**src/rtl/ama_riscv_imm_ctrl.sv**
```systemverilog
// ---------------------------------------------------------------------------
// ama_riscv_imm_ctrl
//
// Decode-stage controller for the immediate generator. Fetched instructions
// arrive over a valid/ready handshake, are classified by opcode into
// ig_en / ig_sel / illegal, and are held together with inst[31:7] in a
// 2-entry elastic (skid) buffer. The buffer supports a synchronous flush,
// a post-reset bubble window during which nothing is accepted, and a
// saturating counter of cycles spent with output valid but not consumed.
//
// Ports
//   clk        in   1      clock, all state on rising edge
//   rst        in   1      asynchronous reset, active-high
//   flush      in   1      synchronous flush (branch redirect)
//   in_valid   in   1      fetch presents in_inst
//   in_ready   out  1      controller can accept in_inst this cycle
//   in_inst    in   32     fetched instruction
//   out_valid  out  1      ig_* / illegal outputs are valid
//   out_ready  in   1      downstream consumes current output
//   ig_en      out  1      immediate generator enable
//   ig_sel     out  4      0 none, 1 I, 2 S, 3 B, 4 J, 5 U
//   ig_in      out  25     instruction bits [31:7]
//   illegal    out  1      unsupported opcode or inst[1:0] != 2'b11
//   stall_cnt  out  CNT_W  cycles with out_valid & !out_ready, saturating
// ---------------------------------------------------------------------------
module ama_riscv_imm_ctrl #(
  parameter int RST_BUBBLES = 2,
  parameter int CNT_W       = 16
) (
  input  logic             clk,
  input  logic             rst,
  input  logic             flush,
  input  logic             in_valid,
  output logic             in_ready,
  input  logic [31:0]      in_inst,
  output logic             out_valid,
  input  logic             out_ready,
  output logic             ig_en,
  output logic [3:0]       ig_sel,
  output logic [24:0]      ig_in,
  output logic             illegal,
  output logic [CNT_W-1:0] stall_cnt
);

  localparam int BW = (RST_BUBBLES > 1) ? $clog2(RST_BUBBLES + 1) : 1;

  typedef enum logic [1:0] {
    S_RESET = 2'd0,
    S_EMPTY = 2'd1,
    S_HALF  = 2'd2,
    S_FULL  = 2'd3
  } state_t;

  typedef struct packed {
    logic        en;
    logic [3:0]  sel;
    logic        ill;
    logic [24:0] imm;
  } entry_t;

  // Opcode classification; the immediate payload is carried unchanged.
  function automatic entry_t decode(input logic [31:0] inst);
    entry_t e;
    e.en  = 1'b0;
    e.sel = 4'd0;
    e.ill = 1'b0;
    e.imm = inst[31:7];
    case (inst[6:0])
      7'b0110111, 7'b0010111: begin e.en = 1'b1; e.sel = 4'd5; end
      7'b1101111:             begin e.en = 1'b1; e.sel = 4'd4; end
      7'b1100011:             begin e.en = 1'b1; e.sel = 4'd3; end
      7'b0100011:             begin e.en = 1'b1; e.sel = 4'd2; end
      7'b1100111, 7'b0000011,
      7'b0010011, 7'b1110011: begin e.en = 1'b1; e.sel = 4'd1; end
      7'b0110011, 7'b0001111: ;
      // Every listed opcode ends in 2'b11, so a bad inst[1:0] lands here too.
      default:                e.ill = 1'b1;
    endcase
    return e;
  endfunction

  state_t          r_state;
  state_t          w_next;
  logic [BW-1:0]   r_bub;
  logic            w_bub_done;
  entry_t          r_main;
  entry_t          r_skid;
  entry_t          w_dec;
  logic            w_accept;
  logic            w_deliver;
  logic            w_ld_main_new;
  logic            w_ld_main_skid;
  logic            w_ld_skid;
  logic [CNT_W-1:0] r_stall;

  assign in_ready   = (r_state == S_EMPTY) || (r_state == S_HALF);
  assign out_valid  = (r_state == S_HALF)  || (r_state == S_FULL);
  assign w_accept   = in_valid & in_ready;
  assign w_deliver  = out_valid & out_ready;
  assign w_dec      = decode(in_inst);
  // The counter leaves RESET on the edge where it would reach zero;
  // a zero bubble count leaves on the very first edge.
  assign w_bub_done = (r_bub <= BW'(1));

  // Post-reset bubble counter
  always_ff @(posedge clk or posedge rst) begin
    if (rst) begin
      r_bub <= BW'(RST_BUBBLES);
    end else if ((r_state == S_RESET) && (r_bub != '0)) begin
      r_bub <= r_bub - 1'b1;
    end
  end

  always_ff @(posedge clk or posedge rst) begin
    if (rst) begin
      r_state <= S_RESET;
    end else begin
      r_state <= w_next;
    end
  end

  always_comb begin
    w_next         = r_state;
    w_ld_main_new  = 1'b0;
    w_ld_main_skid = 1'b0;
    w_ld_skid      = 1'b0;
    case (r_state)
      S_RESET: begin
        if (w_bub_done) w_next = S_EMPTY;
      end
      S_EMPTY: begin
        if (flush) begin
          w_next = S_EMPTY;
        end else if (w_accept) begin
          w_ld_main_new = 1'b1;
          w_next        = S_HALF;
        end
      end
      S_HALF: begin
        if (flush) begin
          w_next = S_EMPTY;
        end else if (w_accept && w_deliver) begin
          w_ld_main_new = 1'b1;
        end else if (w_accept) begin
          w_ld_skid = 1'b1;
          w_next    = S_FULL;
        end else if (w_deliver) begin
          w_next = S_EMPTY;
        end
      end
      S_FULL: begin
        if (flush) begin
          w_next = S_EMPTY;
        end else if (w_deliver) begin
          w_ld_main_skid = 1'b1;
          w_next         = S_HALF;
        end
      end
      default: w_next = S_RESET;
    endcase
  end

  // Entry storage: only written on a load, so fields hold while stalled.
  // No reset needed because every output field is qualified by out_valid.
  always_ff @(posedge clk) begin
    if (w_ld_main_new) begin
      r_main <= w_dec;
    end else if (w_ld_main_skid) begin
      r_main <= r_skid;
    end
    if (w_ld_skid) begin
      r_skid <= w_dec;
    end
  end

  // Saturating stall counter
  always_ff @(posedge clk or posedge rst) begin
    if (rst) begin
      r_stall <= '0;
    end else if (out_valid && !out_ready && (r_stall != {CNT_W{1'b1}})) begin
      r_stall <= r_stall + 1'b1;
    end
  end

  // Qualifying by out_valid zeroes the fields on reset and flush at once.
  assign ig_en     = out_valid & r_main.en;
  assign ig_sel    = out_valid ? r_main.sel : 4'd0;
  assign ig_in     = out_valid ? r_main.imm : 25'd0;
  assign illegal   = out_valid & r_main.ill;
  assign stall_cnt = r_stall;

endmodule
```
**config.mk**
```make
export PLATFORM = sky130hd
export DESIGN_NAME = ama_riscv_imm_ctrl
export DESIGN_NICKNAME = d
export VERILOG_FILES = /design/src/rtl/ama_riscv_imm_ctrl.sv
export SDC_FILE = /design/constraint.sdc
export NUM_CORES = 1
export LEC_CHECK = 0
export CORE_UTILIZATION = 32
export DETAILED_ROUTE_END_ITERATION = 6
export GPL_TIMING_DRIVEN = 1
export MAX_ROUTING_LAYER = met4
export PLACE_DENSITY_LB_ADDON = 0.15
export SYNTH_ARGS = -nofsm -noshare
export SYNTH_HDL_FRONTEND = slang
export SYNTH_SLANG_ARGS = --single-unit
```
**constraint.sdc**
```tcl
create_clock -name clk -period 4.36 [get_ports clk]
set_input_delay 0.872 -clock clk [delete_from_list [all_inputs] [get_ports clk]]
set_output_delay 0.872 -clock clk [all_outputs]
set_load 0.005 [all_outputs]
```
==> results of run 1 <==
==> cell families (layout without fill, tap and decap cells) <==
family | count (synthesis) | after routing | synth area share [%]
other | 1 | 1 | 0.0998
AO/OA/AOI/OAI | 19 | 19 | 3.46
multiplexers | 33 | 33 | 9.82
AND/OR/NAND/NOR | 101 | 101 | 17.2
adder cells (fa/ha/maj) | 8 | 8 | 2.66
flip-flops | 80 | 80 | 61.3
XOR/XNOR | 15 | 15 | 3.50
buffers and inverters | 17 | 112 | 1.90
==> layout by cell type, fill, tap and decap left out, types with 6 or more instances in the layout <==
master and count:
clkdlybuf4s50_1 84, edfxtp_1 60, mux2_2 31, nor2b_1 31
dfrtp_1 19, nor3_1 11, nand2_1 10, xor2_1 9
inv_1 9, clkbuf_16 9, nor2_1 8, ha_1 8
nand3_1 6, a21oi_1 6, xnor2_1 6
==> metrics by stage <==
step | cells | hold slack, ns | instance area [µm²] | worst slack (ns) | util (%)
finish | 512 | 0.498 | 5070 | 1.03 | 44.4
global route | 512 | 0.530 | 5070 | 0.865 | 44.4
CTS | 512 | 0.499 | 5070 | 0.988 | 44.4
detailed placement | 496 | 0.489 | 4790 | 1.37 | 41.9
global placement | 496 | 0.484 | 4790 | 1.40 | 41.9
floorplan | 274 | 0.466 | 3760 | 0.567 | -
==> power by group <==
group	leakage (µW)	switching, µW	internal, µW
Clock	0.000140	329	398
Combinational	0.000874	285	345
Sequential	0.000801	58.6	931
==> worst max-delay path by stage <==
stage / startpoint / end / slack [ns] / depth (start not counted)
2_1_floorplan: flush / r_skid[0] / 0.57 / 2
3_3_place_gp: out_ready / r_main[22] / 1.40 / 5
3_5_place_dp: r_state[0] / ig_in[8] / 1.37 / 6
4_1_cts: r_state[0] / ig_in[4] / 0.99 / 6
5_1_grt: r_state[0] / ig_in[8] / 0.87 / 6
6_report: r_state[0] / ig_in[4] / 1.03 / 6
==> per-layer routing <==
metal	track usage, %	vias up	routed length, µm
met5	-	-	0
met4	5.64	0	111
met3	3.53	8	408
met2	22.0	76	3650
met1	18.2	1194	3710
li1	-	1188	-
==> state kept, by name, indices dropped and copies added (netlist names) <==
signal     cells
stall_cnt     16
r_skid        30
r_main        30
r_bub          2
r_state        2
==> layout make-up <==
| class | instances | share of cell area (%) |
|---|---|---|
| Tap cell | 143 | 3.53 |
| Timing Repair Buffer | 87 | 17.0 |
| Inverter | 9 | 0.666 |
| Clock buffer | 9 | 4.44 |
| Multi-Input combinational cell | 177 | 27.7 |
| Clock inverter | 7 | 1.21 |
| Sequential cell | 80 | 45.4 |
==> critical path, delay by kind of cell (launching register included) <==
kind                     cells  cell delay (ns)
flip-flops                   1             0.44
AND/OR/NAND/NOR              2             0.44
adder cells (fa/ha/maj)      1             0.29
buffers and inverters        3             0.94
==> impl_metrics.toml, run 1 <==
[route]
ant_nets = 0
vias = 2466
dr.pass1.iters = 4
vias_per_cell = 4.82
wl_per_cell_um = 15.4
drt_drc_violations_left = 0
drt_iter0_markers = 124
routed_wl_mm = 7.88

[cells_and_area]
fillers = 1090
layout.nets = 409
layout-drive-gt1-share_pct = 17.9
syn_to_final_growth_pct = 35.0
multi_input_area_um2 = 1410
seq_area_um2 = 2300
diodes = 0

[cts]
cts_tree = "done"
clk_pin_slew_ns = 0.06
clk_path_buf_depth = 2
cts_buffers = 9
cts_max_level = 3
cts_sinks = 80
cts_resized = 0
clkLatencyLatePin_ns = 0.34
cts_root_buf = "clkbuf_16"
postCtsSetupBuffers = 0
postCtsHoldBufs = 0

[setup_path]
path_class = "reg -> out"
critPathMaxStageDelay_ns = 0.47
regToRegSetupSlack_ns = 2.08
crit_chain = "inv_1 > ha_1 > nor2_2 > buf_4 > nor2b_1 > clkdlybuf4s50_1"
worst_ep_arrival_time_ns = 2.46
start_kind = "flip-flop"
slowest_stage = "clkdlybuf4s50_1"
crit_required_ns = 3.49
r2r_cells = 6
path_max_fanout = 24
rr_startpoint = "r_state[0]"
end_kind = "output port"
r2r-end = "r_main[20]"

[synthesis]
syn-instance-count = 274
yosys.area.top_type_share_pct = 48.0
synth_common_cells = "edfxtp_1 (60), mux2_2 (31), nor2b_1 (31)"
synth.most_common_cell = "edfxtp_1"
synth_nets = 319
yosysTopAreaCell = "edfxtp_1"
synth-seq-cells = 80
yosysWarnings = 0
async_reset_ff_share_pct = 25.0
netlist_area_um2 = 3760
synth_ff_type = "edfxtp_1"
yosysUniqueCellTypes = 48
synth_seq_area_share_pct = 61.3
synthTopCellsByArea = "edfxtp_1 (48%), dfrtp_1 (13%), mux2_2 (9.3%)"
syn_area_per_cell_um2 = 13.7
synth-edff-count = 60

[power]
vdd_ir_drop_max_v = 0.000252
power_leakage_uw = 0.00181
power_density_nw_per_um2 = 463
total_power_uw = 2350

[global_route]
grt-ovfl-total = 0
track_usage_pct = 14.3
grt_max_degree = 32
grt_pass1_vias = 2424
antenna_found_initial = 0
grt_pass1_wl_mm = 12.3

[worst_hold_path]
whs_endpoint = "r_bub[1]"
hold_path_depth = 2
hold_class = "reg -> reg"
min_from = "r_bub[1]"

[timing]
finalHoldViolCount = 0
clock_skew_ns = 0.00588
rsz0062_at_grt = "false"
finalCritPeriodShare_pct = 76.5
tightest_slew_ns = 0.949
slew_headroom_pct = 36.6
fmax_mhz = 300
min_period_ns = 3.33
report.final.slew_viol_count = 0
setup_viol = 0
finalSetupTns_ns = 0

[floorplanning]
start_util_pct = 32.9
die_y_um = 110
core.rowCount = 39
coreArea_um2 = 11400
fp.dieW_um = 110
ioPinCount = 86
die-area_um2 = 12200

[run_status]
status = "completed"

[placement]
gp_congestion = 0.830
portBuffers = 84
dp_hpwl_mm = 5.36

[flow_run]
drv_cap = 0
No activity file was read; power rests on OpenSTA's default activity.
==> run 2, diff against run 1 <==
clock period = 3.1 ns   (was 4.36 ns; I/O delays follow)
==> run 2 against run 1 <==
Clock skew down 0.0018 ns. Non-clock buffer count is 2 higher. Via count grew 0.32%. Register-to-register slack got worse by 1.2 ns. Combinational power up 46%. Sequential share of layout area down 0.11 points. Clock power grew 31%. Final area grew 0.25%. Total power up 39%. Die area stayed put. Utilization up 0.11 points.
==> impl_metrics.toml, run 2 (same netlist as run 1, synthesis figures left out) <==
[cts]
cts_max_level = 3
postCtsSetupBuffers = 0
cts_resized = 0
cts_root_buf = "clkbuf_16"
clk_path_buf_depth = 2
clkLatencyLatePin_ns = 0.33
postCtsHoldBufs = 0
clk_pin_slew_ns = 0.06
cts_tree = "done"
cts_buffers = 9
cts_sinks = 80

[global_route]
grt_max_degree = 33
grt_pass1_wl_mm = 12.4
antenna_found_initial = 0
track_usage_pct = 14.3
grt_pass1_vias = 2422
grt-ovfl-total = 0

[worst_hold_path]
hold_class = "reg -> reg"

[floorplanning]
ioPinCount = 86
start_util_pct = 32.9
die_y_um = 110
core.rowCount = 39
fp.dieW_um = 110
die-area_um2 = 12200
coreArea_um2 = 11400

[setup_path]
crit_required_ns = 2.48
regToRegSetupSlack_ns = 0.88
rr_startpoint = "r_state[0]"
start_kind = "flip-flop"
end_kind = "output port"
slowest_stage = "clkdlybuf4s50_1"
r2r-end = "stall_cnt[15]"
path_max_fanout = 32
cp-endpoint = "ig_in[3]"
r2r_cells = 6
worst_ep_arrival_time_ns = 2.27
critPathMaxStageDelay_ns = 0.54
path_class = "reg -> out"
crit_chain = "inv_1 > ha_1 > nor2_2 > buf_12 > nor2b_1 > clkdlybuf4s50_1"
crit_start = "r_state[0]"

[timing]
rsz0062_at_grt = "false"
report.final.slew_viol_count = 0
clock_skew_ns = 0.00405
finalHoldViolCount = 0
finalCritPeriodShare_pct = 93.2
slew_headroom_pct = 37.9
finalSetupTns_ns = 0
tightest_slew_ns = 0.928
setup_ws_ns = 0.212
setup_viol = 0
fmax_mhz = 346
min_period_ns = 2.89

[route]
drt_iter0_markers = 68
drt_drc_violations_left = 0
vias_per_cell = 4.81
dr.pass1.iters = 4
ant_nets = 0
vias = 2474
wl_per_cell_um = 15.0
routed_wl_mm = 7.71

[power]
p_sw_share_pct = 27.7
power_density_nw_per_um2 = 642
power_leakage_uw = 0.00182
p_clk_share_pct = 29.2
pwr-share-comb_pct = 28.2
p_int_uw = 2360
switchingPower_uw = 904
sequentialPowerShare_pct = 42.6
vdd_ir_drop_max_v = 0.000345

[run_status]
status = "completed"

[cells_and_area]
syn_to_final_growth_pct = 35.4
final_common_cell = "clkdlybuf4s50_1"
layout-drive-gt1-share_pct = 17.5
layout.nets = 411
final_cell_mix = "clkdlybuf4s50_1 (84), edfxtp_1 (60), mux2_2 (31), nor2b_1 (31), dfrtp_1 (19)"
stdcell_area_um2 = 5090
diodes = 0

[placement]
pre_cts_slack_ns = 0.440
gp_congestion = 0.814
dp_hpwl_mm = 5.34
portBuffers = 84
post_dp_cell_area_um2 = 4820

[flow_run]
drv_cap = 0
-- run 2: routing by layer --
layer | wire length [µm] | GRT usage (%)
met5 | 0 | -
met4 | 157 | 6.67
met3 | 333 | 3.76
met2 | 3540 | 20.7
met1 | 3670 | 18.8
-- run 2: cell type report --
class / instances / area [µm²]
well taps: 143 / 179
fillers: 1086 / 6330
inverters: 9 / 33.8
flip-flops and latches: 80 / 2300
multi-input cells: 177 / 1410
clock buffers: 11 / 233
clock inverters: 5 / 32.5
repair buffers: 89 / 891
-- run 2: worst min-delay path by stage --
stage	start	endpoint	slack (ns)	depth (start not counted)
2_1_floorplan	r_bub[1]	r_bub[1]	0.47	2
3_3_place_gp	r_bub[1]	r_bub[1]	0.48	2
3_5_place_dp	r_bub[1]	r_bub[1]	0.49	2
4_1_cts	r_bub[1]	r_bub[1]	0.50	2
5_1_grt	r_bub[1]	r_bub[1]	0.52	2
6_report	r_bub[1]	r_bub[1]	0.50	2
-- run 2: critical path: cells and delay by family, from the launching register on --
kind / cells / cell delay, ns
flip-flops: 1 / 0.43
AND/OR/NAND/NOR: 2 / 0.29
adder cells (fa/ha/maj): 1 / 0.32
buffers and inverters: 3 / 0.88
-- run 2: power by group through the flow --
stage	clock network [µW]	registers, µW	logic (µW)
finish	955	1390	919
global route	1030	1410	1020
CTS	987	1390	940
detailed placement	0	1410	934
global placement	0	1410	930
floorplan	0	1390	440
-- run 2: per-stage QoR --
stage                     utilization, %  std cells  hold WS [ns]  total power, µW
after floorplan                        -        274         0.466             1830
after global placement              42.2        498         0.479             2340
after detailed placement            42.2        498         0.492             2350
after CTS                           44.5        514         0.501             3320
after global routing                44.5        514         0.517             3460
final                               44.5        514         0.497             3260
==> run 3, diff against run 2 <==
GPL_ROUTABILITY_DRIVEN = 0   (was default)
==> results of run 3 <==
Final layout, timing and power as in run 2 (identical DEF).
